<file path="src/rtl/tx_serializer.sv">
// Parallel-to-serial stage behind the 8b/10b encoder: one-entry holding register
// feeding a shift register, so a word queued mid-transmission streams out with no gap.
module tx_serializer #(
    parameter int WIDTH     = 10,
    parameter bit MSB_FIRST = 1'b0
) (
    input  logic             clk,
    input  logic             rest_n,
    input  logic [WIDTH-1:0] data_in,
    input  logic             data_valid,
    output logic             data_ready,
    output logic             ser_out,
    output logic             ser_en,
    output logic             word_start,
    output logic             underrun
);

    localparam int               CNT_W    = (WIDTH > 1) ? $clog2(WIDTH) : 1;
    localparam logic [CNT_W-1:0] LAST_BIT = CNT_W'(WIDTH - 1);

    logic [WIDTH-1:0] hold_data;
    logic             hold_full;
    logic [WIDTH-1:0] shift_reg;
    logic [CNT_W-1:0] bit_cnt;
    logic             busy;
    logic             underrun_q;

    logic accept;
    logic load_point;
    logic load_word;

    always_comb begin
        accept     = data_valid && !hold_full;
        load_point = !busy || (bit_cnt == LAST_BIT);
        load_word  = load_point && hold_full;
    end

    // Accept and load can never coincide: a load needs hold_full, which blocks accept.
    always_ff @(posedge clk or negedge rest_n) begin
        if (!rest_n) begin
            hold_data <= '0;
            hold_full <= 1'b0;
        end else if (accept) begin
            hold_data <= data_in;
            hold_full <= 1'b1;
        end else if (load_word) begin
            hold_full <= 1'b0;
        end
    end

    always_ff @(posedge clk or negedge rest_n) begin
        if (!rest_n) begin
            shift_reg  <= '0;
            bit_cnt    <= '0;
            busy       <= 1'b0;
            underrun_q <= 1'b0;
        end else if (load_point) begin
            bit_cnt <= '0;
            if (hold_full) begin
                shift_reg  <= hold_data;
                busy       <= 1'b1;
                underrun_q <= 1'b0;
            end else begin
                // Only flag an underrun when a word has just ended, not while idling.
                shift_reg  <= '0;
                busy       <= 1'b0;
                underrun_q <= busy;
            end
        end else begin
            bit_cnt    <= bit_cnt + CNT_W'(1);
            underrun_q <= 1'b0;
            if (MSB_FIRST) begin
                shift_reg <= {shift_reg[WIDTH-2:0], 1'b0};
            end else begin
                shift_reg <= {1'b0, shift_reg[WIDTH-1:1]};
            end
        end
    end

    always_comb begin
        data_ready = !hold_full;
        ser_en     = busy;
        word_start = busy && (bit_cnt == '0);
        underrun   = underrun_q;
        ser_out    = busy && (MSB_FIRST ? shift_reg[WIDTH-1] : shift_reg[0]);
    end

endmodule

</file>
<file path="config.mk">
export PLATFORM = sky130hd
export DESIGN_NAME = tx_serializer
export DESIGN_NICKNAME = d
export VERILOG_FILES = /design/src/rtl/tx_serializer.sv
export SDC_FILE = /design/constraint.sdc
export NUM_CORES = 1
export LEC_CHECK = 0
export CAP_MARGIN = 20
export CORE_MARGIN = 4
export CORE_UTILIZATION = 55
export DETAILED_ROUTE_END_ITERATION = 16
export PLACE_DENSITY = 0.87
export SLEW_MARGIN = 20
export SYNTH_ARGS = -nofsm -noshare
export SYNTH_HDL_FRONTEND = slang
export SYNTH_SLANG_ARGS = --single-unit
</file>
<file path="constraint.sdc">
create_clock -name clk -period 3.57 [get_ports clk]
set_input_delay 0.714 -clock clk [delete_from_list [all_inputs] [get_ports clk]]
set_output_delay 0.714 -clock clk [all_outputs]
set_load 0.01 [all_outputs]
</file>
* Word-level counts from Yosys, hierarchy flattened *
Cells that the tools add are included.

word-level totals
  register bits after elaboration = 27
  input bits = 13
  output and inout port bits = 5
  word-level logic and storage cells = 25

operators by class
  add/subtract/negate cells = 1
  equality and inequality tests = 1
  mux-type cells = 8
  reductions and logical operators = 9

operator list
  operator                                                       count
  10-bit two-way mux                                             2
  1-bit two-way mux                                              5
  4-bit by 1-bit adder with 4-bit output, second input constant  1
  4-bit equality test, second input constant                     1
  1-bit logical AND                                              4
  4-bit logical NOT                                              1
  4-bit two-way mux                                              1
  1-bit logical NOT                                              2
  2-bit nonzero test                                             1
  1-bit logical OR                                               1

* Longest topological paths before layout *
Gate-level depths: netlist of run 1.

  depth after elaboration = 5
  depth in mapped cells = 6
  depth with buffers taken out = 5

* Worst setup path after synthesis of run 1 *
Ideal clock, no wire load.

  kind = register to output
  start point = register bit_cnt[0]
  end point = output port word_start
  data arrival time = 835 ps
  data required time = 2856 ps
  slack = 2021 ps
  cell stages (with the launch flop) = 4
  path buffers = 0
  path through = dfrtp_1 inv_1 ha_1 and4bb_2

between the ends
  word-level cells in the longest chain between the ends = 2

RTL lines
  element                 RTL line  source
  start, declared         24        logic [CNT_W-1:0] bit_cnt;
  start signal, assigned  70        bit_cnt <= bit_cnt + CNT_W'(1);
  4-bit logical NOT       83        word_start = busy && (bit_cnt == '0);
  1-bit logical AND       83
  end, declared           14        output logic word_start,

Every way passes these cells.

* Worst setup path in the final report of run 1 *
Same ends and word-level chain as after synthesis.

==> reports/qor.csv, run 1 <==
metric;value;unit
placement row count;16;
slowest cell on the critical path;clkdlybuf4s50_1;
highest routed layer;met4;
IO Count;18;
pre-CTS setup slack;1125;ps
first-pass GRT wire length;2.973;mm
register bit total from synthesis;27;
max incr delay on CP;530;ps
Worst EP required;2860;ps
Setup CP Type;reg2out;
hold-fix buffer count after cts;0;
die width;53.48;µm
GPL Wtd Cong;0.6770;
initial antenna violation count;0;
Final min period;2446;ps
Initial DRC Count;3;
setup TNS;0;ps
drt drc;0;
Cell Area, Synth;0.001137;mm²
TritonCTS clock tree;done;
Synth cell types;21;
Setup WS post-layout;1124;ps
Met1 Wirelength;711;µm
Clock Skew;7.029;ps
Layout Nets;126;
post-CTS setup buffer count;0;
met2 wire len;968;µm
crit path cell chain;inv_1, ha_1, and4bb_2, clkdlybuf4s50_1;
Slew Limit Fails;0;
Ys Warns;0;
Critical Path End Type;primary output;
outcome;complete, no violations;
Die ar.;0.002860;mm²
post-synthesis sequential area ratio;0.5941;
HPWL after detailed placement;1.332;mm
Final Hold Vio Count;0;
Max-Slew Margin vs Limit;0.4359;
WL/cell;12.97;µm
total core area;0.001962;mm²
worst-margin pin slew;844.4;ps
met3 WL;74;µm
Longest Clk Path Bufs;2;
layout cell share with drive strength beyond 1;0.1651;
pin count of the biggest net entering global routing;28;
CTS H-Tree Depth;1;
CTS buffer count;3;
Pleak;0.6017;nW
Routed WL;1.764;mm
Worst Hold Class;reg2reg;
port bufs;17;
# setup viols final;0;
CTS sink cnt;27;
Antenna diodes;0;
Gate Count Post-Synth;90;
crit share post-route;0.6851;
number of gates resized after cts;0;
vias in the first global route;715;
global-route usage over all layers;0.1499;
total vias in the final route;670;
clock latency on the worst-skew pair;320;ps
Initial Util;0.5797;
CP Launch Type;register;
R2R Setup Slk;1780;ps
DR vias/cell;4.926;
drt first pass iters;2;
fin util;0.6875;
Root Buffer;clkbuf_4;
Syn Area/Cell;12.64;µm²
Worst VDD drop;0.0004214;V
Max-Cap Viols;0;
overall die height;53.48;µm
number of antenna-violating nets in the routed design;0;
RSZ-0062 raised after global routing;no;
Synth-to-Final Area Change;18.59;%
crit-path max FO;5;
WP data arrival;1730;ps
Worst-path clk slew;140;ps
Net Count, Synth;106;
Peak Freq;408.9;MHz
GRT Residual Overflow;0;
PwrDens;730.6;mW/mm²
==> cell usage after synthesis <==
cell | number | share of area
dfrtp_1 | 27 | 0.59
inv_1 | 13 | 0.043
mux2_2 | 10 | 0.099
nand2_1 | 10 | 0.033
mux2i_1 | 9 | 0.079
nor2_1 | 4 | 0.013
ha_1 | 3 | 0.033
and2_1 | 1 | 0.0055
and3_2 | 1 | 0.0066
and4bb_2 | 1 | 0.011
buf_4 | 1 | 0.0066
buf_8 | 1 | 0.013
clkbuf_1 | 1 | 0.0033
nand2_2 | 1 | 0.0055
nand3_1 | 1 | 0.0044
nor2b_1 | 1 | 0.0055
nor4b_1 | 1 | 0.0077
o21ai_4 | 1 | 0.014
o21bai_1 | 1 | 0.0066
xnor2_1 | 1 | 0.0077
xor2_1 | 1 | 0.0077
==> report_power, final <==
group | leakage, nW | internal [mW] | switching [mW] | total [mW]
registers | 0.334 | 0.433 | 0.0893 | 0.522
logic | 0.253 | 0.188 | 0.148 | 0.336
clock network | 0.0150 | 0.0437 | 0.0838 | 0.128
==> metal layers <==
metal,GRT usage,vias to the layer above
met5,0,-
met4,0.07660,0
met3,0.02817,2
met2,0.2735,15
met1,0.1612,331
li1,-,322
==> cell type report <==
type	count	area, µm²
clock buffer	4	26.28
fill	168	613.1
inverter	13	48.80
multi-input combinational	47	386.6
sequential	27	675.6
tap	27	33.78
timing repair buffer	18	177.7
==> layout by cell type, fill, tap and decap left out, types with 3 or more instances in the layout <==
| master | Yosys | layout |
|---|---|---|
| nand2_1 | 10 | 10 |
| inv_1 | 13 | 13 |
| nor2_1 | 4 | 4 |
| clkbuf_4 | 0 | 3 |
| mux2i_1 | 9 | 9 |
| dfrtp_1 | 27 | 27 |
| mux2_2 | 10 | 10 |
| clkdlybuf4s50_1 | 0 | 17 |
| ha_1 | 3 | 3 |
==> cell families (layout without fill, tap and decap cells) <==
logic type | after synthesis | after routing | share of synthesized area
compound gates | 2 | 2 | 0.02091
xor+xnor | 2 | 2 | 0.01540
fa+ha+maj | 3 | 3 | 0.03301
buf+inv | 16 | 35 | 0.06600
flops | 27 | 27 | 0.5941
mux | 19 | 19 | 0.1782
simple gates | 21 | 21 | 0.09242
==> critical path, delay by kind of cell, from the launching register on <==
kind | cells | cell delay [ps]
adder cells (fa/ha/maj) | 1 | 140
flip-flops | 1 | 460
buffers and inverters | 2 | 610
AND/OR/NAND/NOR | 1 | 220
==> worst paths after layout <==
path,startpoint,end,cells past startpoint
setup / recovery,bit_cnt[0]$_DFF_PN0_,word_start,4
hold / removal,shift_reg[4]$_DFF_PN0_,shift_reg[3]$_DFF_PN0_,2
setup reg to reg,hold_full$_DFFE_PN0P_,hold_data[1]$_DFFE_PN0P_,2
hold reg to reg,shift_reg[4]$_DFF_PN0_,shift_reg[3]$_DFF_PN0_,2
max in group asynchronous,rest_n,shift_reg[9]$_DFF_PN0_,2
min in group asynchronous,rest_n,hold_full$_DFFE_PN0P_,2
==> metrics by stage <==
| stage | hold WS (ps) | total power, mW | cells | cell area [µm²] |
|---|---|---|---|---|
| 2_1_floorplan | 418.4 | 0.7638 | 90 | 1137 |
| 3_3_place_gp | 481.7 | 0.8413 | 132 | 1323 |
| 3_5_place_dp | 490.1 | 0.8741 | 132 | 1323 |
| 4_1_cts | 510.6 | 1.002 | 136 | 1349 |
| 5_1_grt | 531.2 | 1.061 | 136 | 1349 |
| 6_report | 503.4 | 0.9854 | 136 | 1349 |
No activity file was read; power rests on OpenSTA's default activity.
==> run 2, diff against run 1 <==
--- a/config.mk
+++ b/config.mk
@@ -7,9 +7,9 @@
 export LEC_CHECK = 0
 export CAP_MARGIN = 20
 export CORE_MARGIN = 4
-export CORE_UTILIZATION = 55
+export CORE_UTILIZATION = 46
 export DETAILED_ROUTE_END_ITERATION = 16
-export PLACE_DENSITY = 0.87
+export PLACE_DENSITY = 0.78
 export SLEW_MARGIN = 20
 export SYNTH_ARGS = -nofsm -noshare
 export SYNTH_HDL_FRONTEND = slang
==> constraint.sdc (replaced) <==
create_clock -name clk -period 2 [get_ports clk]
set_input_delay 0.4 -clock clk [delete_from_list [all_inputs] [get_ports clk]]
set_output_delay 0.4 -clock clk [all_outputs]
set_load 0.01 [all_outputs]
==> run 2 against run 1 <==
Against the previous run:
- setup slack lost 970 ps
- sequential power grew 70%
- clock power grew 74%
- clock skew shrank 1.3 ps
==> reports/qor.csv, run 2 (synthesis gave the netlist of run 1 again) <==
metric;value;unit;change
Setup crit start;ser_en$_DFFE_PN0P_;;
Antenna diodes;0;;unchanged
commonest non-fill, non-tap cells in the layout;27 x dfrtp_1, 16 x clkdlybuf4s50_1, 13 x inv_1, 10 x nand2_1, 10 x mux2_2;;
worst-margin pin slew;556.6;ps;-287.8 ps
WP data arrival;1450;ps;-280 ps
Critical Path End Type;primary output;;
Clock power frac;0.124;;-0.005
global-route usage over all layers;0.1162;;-0.03378
crit-path max FO;5;;unchanged
switching fraction of total power;0.3174;;-0.008406
CTS sink cnt;27;;unchanged
Max-Slew Margin vs Limit;0.6275;;+0.1916
Final min period;1848;ps;
clock latency on the worst-skew pair;310;ps;about the same
CP Launch Type;register;;
CTS H-Tree Depth;1;;unchanged
Reg2Reg Depth;5;;+3
die width;57.73;µm;+7.9%
most common cell after layout, fill and taps aside;dfrtp_1;;
Peak Freq;541.0;MHz;
placement row count;17;;+1
Slew Limit Fails;0;;unchanged
GRT Residual Overflow;0;;unchanged
DR vias/cell;4.852;;-1.5%
share of power burned in registers;0.495;;-0.035
IO Count;18;;unchanged
drt first pass iters;4;;+2
drt drc;0;;unchanged
WL/cell;12.25;µm;-5.6%
# setup viols final;0;;unchanged
pin count of the biggest net entering global routing;28;;unchanged
initial antenna violation count;0;;unchanged
outcome;complete, no violations;;
port bufs;17;;unchanged
Logic pwr share;0.381;;+0.040
Layout Nets;131;;+4.0%
Max-Cap Viols;0;;unchanged
TritonCTS clock tree;done;;
Routed WL;1.739;mm;-1.4%
Root Buffer;clkbuf_4;;
Initial Util;0.4997;;-0.07999
vias in the first global route;709;;-0.84%
Non-Filler Cell Area, Final;0.001386;mm²;+2.8%
PwrDens;1294;mW/mm²;+77%
first-pass GRT wire length;2.925;mm;-1.6%
Longest Clk Path Bufs;2;;unchanged
overall die height;57.73;µm;+7.9%
Final Hold Vio Count;0;;unchanged
FF-to-FF Start;bit_cnt[0]$_DFF_PN0_;;
Pleak;0.6306;nW;+4.8%
final hold slack;447.6;ps;-55.85 ps
Initial DRC Count;8;;+5
Clock Skew;5.684;ps;-1.345 ps
GPL Wtd Cong;0.7308;;+7.9%
NetSw;0.5693;mW;+77%
Worst VDD drop;0.0008736;V;+110%
placed instance area;0.001346;mm²;+1.8%
Worst EP required;1600;ps;-1260 ps
total core area;0.002276;mm²;+16%
layout cell share with drive strength beyond 1;0.2018;;+0.03662
Synth-to-Final Area Change;21.89;%;
P_int;1.224;mW;+84%
setup TNS;0;ps;unchanged
crit share post-route;0.9242;;
Worst Hold Class;in2async;;
Die ar.;0.003332;mm²;+17%
Setup CP Type;reg2out;;
CTS buffer count;3;;unchanged
Worst-path clk slew;130;ps;about the same
RSZ-0062 raised after global routing;no;;
HPWL after detailed placement;1.297;mm;-2.7%
total vias in the final route;689;;+2.8%
hold-fix buffer count after cts;0;;unchanged
Filler Cell Count;189;;+13%
number of antenna-violating nets in the routed design;0;;unchanged
## run 2: cell types whose count changed in the layout (fill, tap and decap cells not counted)
cell	previous run	this run
dlygate4sd2_1	0	1
buf_4	1	6
clkdlybuf4s50_1	17	16
## run 2: metrics by stage
stage | instances | util | setup slack [ps] | total power [mW]
floorplan | 90 | - | 696.3 | 1.363
global placement | 136 | 0.5915 | 280.6 | 1.530
detailed placement | 136 | 0.5915 | 238.6 | 1.579
CTS | 142 | 0.6091 | 125.4 | 1.822
global route | 142 | 0.6091 | 88.32 | 1.933
finish | 142 | 0.6091 | 151.6 | 1.794
## run 2: area by class of cell
class | instances | area, µm² | share of cell area
Multi-Input combinational cell | 47 | 386.6 | 0.2789
Tap cell | 28 | 35.03 | 0.02527
Timing Repair Buffer | 23 | 214.0 | 0.1543
Clock buffer | 4 | 26.28 | 0.01895
Sequential cell | 27 | 675.6 | 0.4874
Inverter | 13 | 48.80 | 0.03520
## run 2: final timing paths
| check | endpoint | slack (ps) |
|---|---|---|
| min in group clk | ser_en$_DFFE_PN0P_ | 500 |
| max reg2reg | shift_reg[0]$_DFF_PN0_ | 490 |
| min reg2reg | ser_en$_DFFE_PN0P_ | 500 |
| max | ser_out | 150 |
| min | hold_data[6]$_DFFE_PN0P_ | 450 |
| max in group asynchronous | hold_data[3]$_DFFE_PN0P_ | 1310 |
## run 2: critical path, cell delays in order (launching register included)
cell and delay, ps:
dfrtp_1 460, and2_1 160, clkdlybuf4s50_1 530
## run 2: power by group through the flow
stage / Clock (mW) / Combinational, mW / Sequential (mW)
after floorplan: 0 / 0.476 / 0.887
after global placement: 0 / 0.629 / 0.902
after detailed placement: 0 / 0.662 / 0.917
after CTS: 0.232 / 0.698 / 0.892
after global routing: 0.251 / 0.763 / 0.919
final: 0.223 / 0.683 / 0.888
## run 2: what timing repair did
action,CTS,global route
buffers inserted,2,0
endpoints found under the setup margin,1,0
gates resized for setup,1,0
endpoints found under the hold margin,0,0
## run 2: routing by layer
layer,part of all wire,up-vias,wire [µm],track usage
li1,-,334,-,-
met1,0.42,340,722,0.1170
met2,0.54,13,935,0.2226
met3,0.041,2,71,0.02227
met4,0.0058,0,10,0.05960
met5,0,-,0,0
==> run 3, diff against run 2 <==
--- a/config.mk
+++ b/config.mk
@@ -7,9 +7,9 @@
 export LEC_CHECK = 0
 export CAP_MARGIN = 20
 export CORE_MARGIN = 4
-export CORE_UTILIZATION = 46
+export CORE_UTILIZATION = 51
 export DETAILED_ROUTE_END_ITERATION = 16
-export PLACE_DENSITY = 0.78
+export PLACE_DENSITY = 0.81
 export SLEW_MARGIN = 20
 export SYNTH_ARGS = -nofsm -noshare
 export SYNTH_HDL_FRONTEND = slang
==> constraint.sdc (replaced) <==
create_clock -name clk -period 1.8 [get_ports clk]
set_input_delay 0.36 -clock clk [delete_from_list [all_inputs] [get_ports clk]]
set_output_delay 0.36 -clock clk [all_outputs]
set_load 0.01 [all_outputs]
==> run 3 against run 2 <==
Against the previous run:
- cell count rose by 1.4%
- routed wire length rose by 5.8%
- die area fell by 8.5%
- clock power rose by 10%
- critical path depth did not move
- largest cell class unchanged
- via count fell by 0.58%
- non-clock buffer count rose by 3
- first-iteration DRC count fell by 75%
- total power rose by 14%
- combinational power rose by 21%
- setup slack got worse by 77 ps
==> reports/qor.csv, run 3 (synthesis gave the netlist of run 1 again) <==
metric;value;unit;change
slowest cell on the critical path;clkdlybuf4s50_1;;
vias in the first global route;728;;+2.7%
die width;55.23;µm;-4.3%
Final Hold Vio Count;0;;unchanged
CTS sink cnt;27;;unchanged
fin util;0.6881;;+0.07899
Initial DRC Count;2;;-6
# setup viols final;0;;unchanged
drt first pass iters;2;;-2
Worst Hold Class;in2async;;
Pleak;0.6441;nW;+2.1%
drt drc;0;;unchanged
Synth-to-Final Area Change;23.54;%;
Layout Nets;134;;+2.3%
worst-margin pin slew;331.0;ps;-225.7 ps
placement row count;16;;-1
Final min period;1725;ps;
number of antenna-violating nets in the routed design;0;;unchanged
GPL Wtd Cong;0.7047;;-3.6%
Max-Cap Viols;0;;unchanged
GRT Residual Overflow;0;;unchanged
WP data arrival;1370;ps;-80 ps
CTS buffer count;3;;unchanged
total core area;0.002042;mm²;-10%
CTS H-Tree Depth;1;;unchanged
IO Count;18;;unchanged
Worst VDD drop;0.0008916;V;+2.1%
Die ar.;0.003050;mm²;-8.5%
crit share post-route;0.9586;;
total vias in the final route;685;;-0.58%
PwrDens;1459;mW/mm²;+13%
crit-path max FO;4;;-1
max incr delay on CP;520;ps;about the same
global-route usage over all layers;0.1327;;+0.01655
Worst-path clk slew;130;ps;about the same
Max-Slew Margin vs Limit;0.7794;;+0.1519
port bufs;17;;unchanged
clock latency on the worst-skew pair;310;ps;about the same
Critical Path End Type;primary output;;
TritonCTS clock tree;done;;
Root Buffer;clkbuf_4;;
initial antenna violation count;0;;unchanged
Slew Limit Fails;0;;unchanged
Routed WL;1.839;mm;+5.8%
most common cell after layout, fill and taps aside;dfrtp_1;;
Worst EP required;1440;ps;-160 ps
RSZ-0062 raised after global routing;no;;
Setup CP Type;reg2out;;
Antenna diodes;0;;unchanged
layout cell share with drive strength beyond 1;0.2393;;+0.03756
outcome;complete, no violations;;
DR vias/cell;4.757;;-2.0%
Initial Util;0.5570;;+0.05726
crit path cell chain;and2_1, clkdlybuf4s50_1;;
Peak Freq;579.6;MHz;
WL/cell;12.77;µm;+4.3%
hold-fix buffer count after cts;0;;unchanged
Longest Clk Path Bufs;2;;unchanged
CP Launch Type;register;;
first-pass GRT wire length;3.160;mm;+8.0%
Clock Skew;2.044;ps;-3.641 ps
pin count of the biggest net entering global routing;28;;unchanged
overall die height;55.23;µm;-4.3%
HPWL after detailed placement;1.347;mm;+3.9%
setup TNS;0;ps;unchanged
commonest non-fill, non-tap cells in the layout;27 x dfrtp_1, 16 x clkdlybuf4s50_1, 13 x inv_1, 10 x nand2_1, 10 x mux2_2;;
==> run 3: critical path, delay by kind of cell, from the launching register on <==
kind                   cells  cell delay, ps
buffers and inverters      1             520
flip-flops                 1             400
AND/OR/NAND/NOR            1             130
==> run 3: per-layer routing <==
layer | global-route usage | routed length (µm) | vias to the layer above | part of all wire
met5 | 0 | 0 | - | 0
met4 | 0.07292 | 41 | 0 | 0.022
met3 | 0.03263 | 80 | 4 | 0.044
met2 | 0.2399 | 953 | 15 | 0.52
met1 | 0.1390 | 764 | 328 | 0.42
li1 | - | - | 338 | -
==> run 3: report_power, final <==
group | internal, mW | switching [mW] | leakage (nW)
Clock | 0.0829 | 0.164 | 0.0177
Sequential | 0.859 | 0.121 | 0.334
Combinational | 0.446 | 0.378 | 0.293
==> run 3: final cells by class <==
type                       instances  area, µm²
sequential                        27      675.6
fill                             169      636.9
multi-input combinational         47      386.6
timing repair buffer              26      232.7
inverter                          13      48.80
tap                               27      33.78
clock buffer                       3      22.52
clock inverter                     1      5.005
==> run 3: worst paths after layout <==
check,from,to,slack (ps),cells after the start
hold / removal,rest_n,bit_cnt[0]$_DFF_PN0_,410,2
setup reg to reg,hold_full$_DFFE_PN0P_,hold_data[5]$_DFFE_PN0P_,250,5
setup / recovery,ser_en$_DFFE_PN0P_,ser_out,70,2
hold reg to reg,shift_reg[9]$_DFF_PN0_,shift_reg[8]$_DFF_PN0_,510,2
min in group clk,shift_reg[9]$_DFF_PN0_,shift_reg[8]$_DFF_PN0_,510,2
max in group asynchronous,rest_n,shift_reg[5]$_DFF_PN0_,1150,2
==> run 3: what timing repair did <==
action                                 in CTS  in global routing
setup endpoints to repair                   2                  2
buffers inserted                            2                  1
pin swaps                                   0                  0
resized for setup                           1                  2
endpoints found under the hold margin       0                  0
==> run 3: stage by stage <==
stage	hold WS (ps)	std cells	power [mW]	setup slack, ps	cell area, µm²
global route	409.4	144	2.208	5.869	1405
CTS	408.8	143	2.061	7.075	1401
finish	405.7	144	2.050	74.57	1405
detailed placement	488.3	137	1.799	84.31	1360
floorplan	64.41	90	1.515	496.3	1137
global placement	482.1	137	1.735	140.2	1360
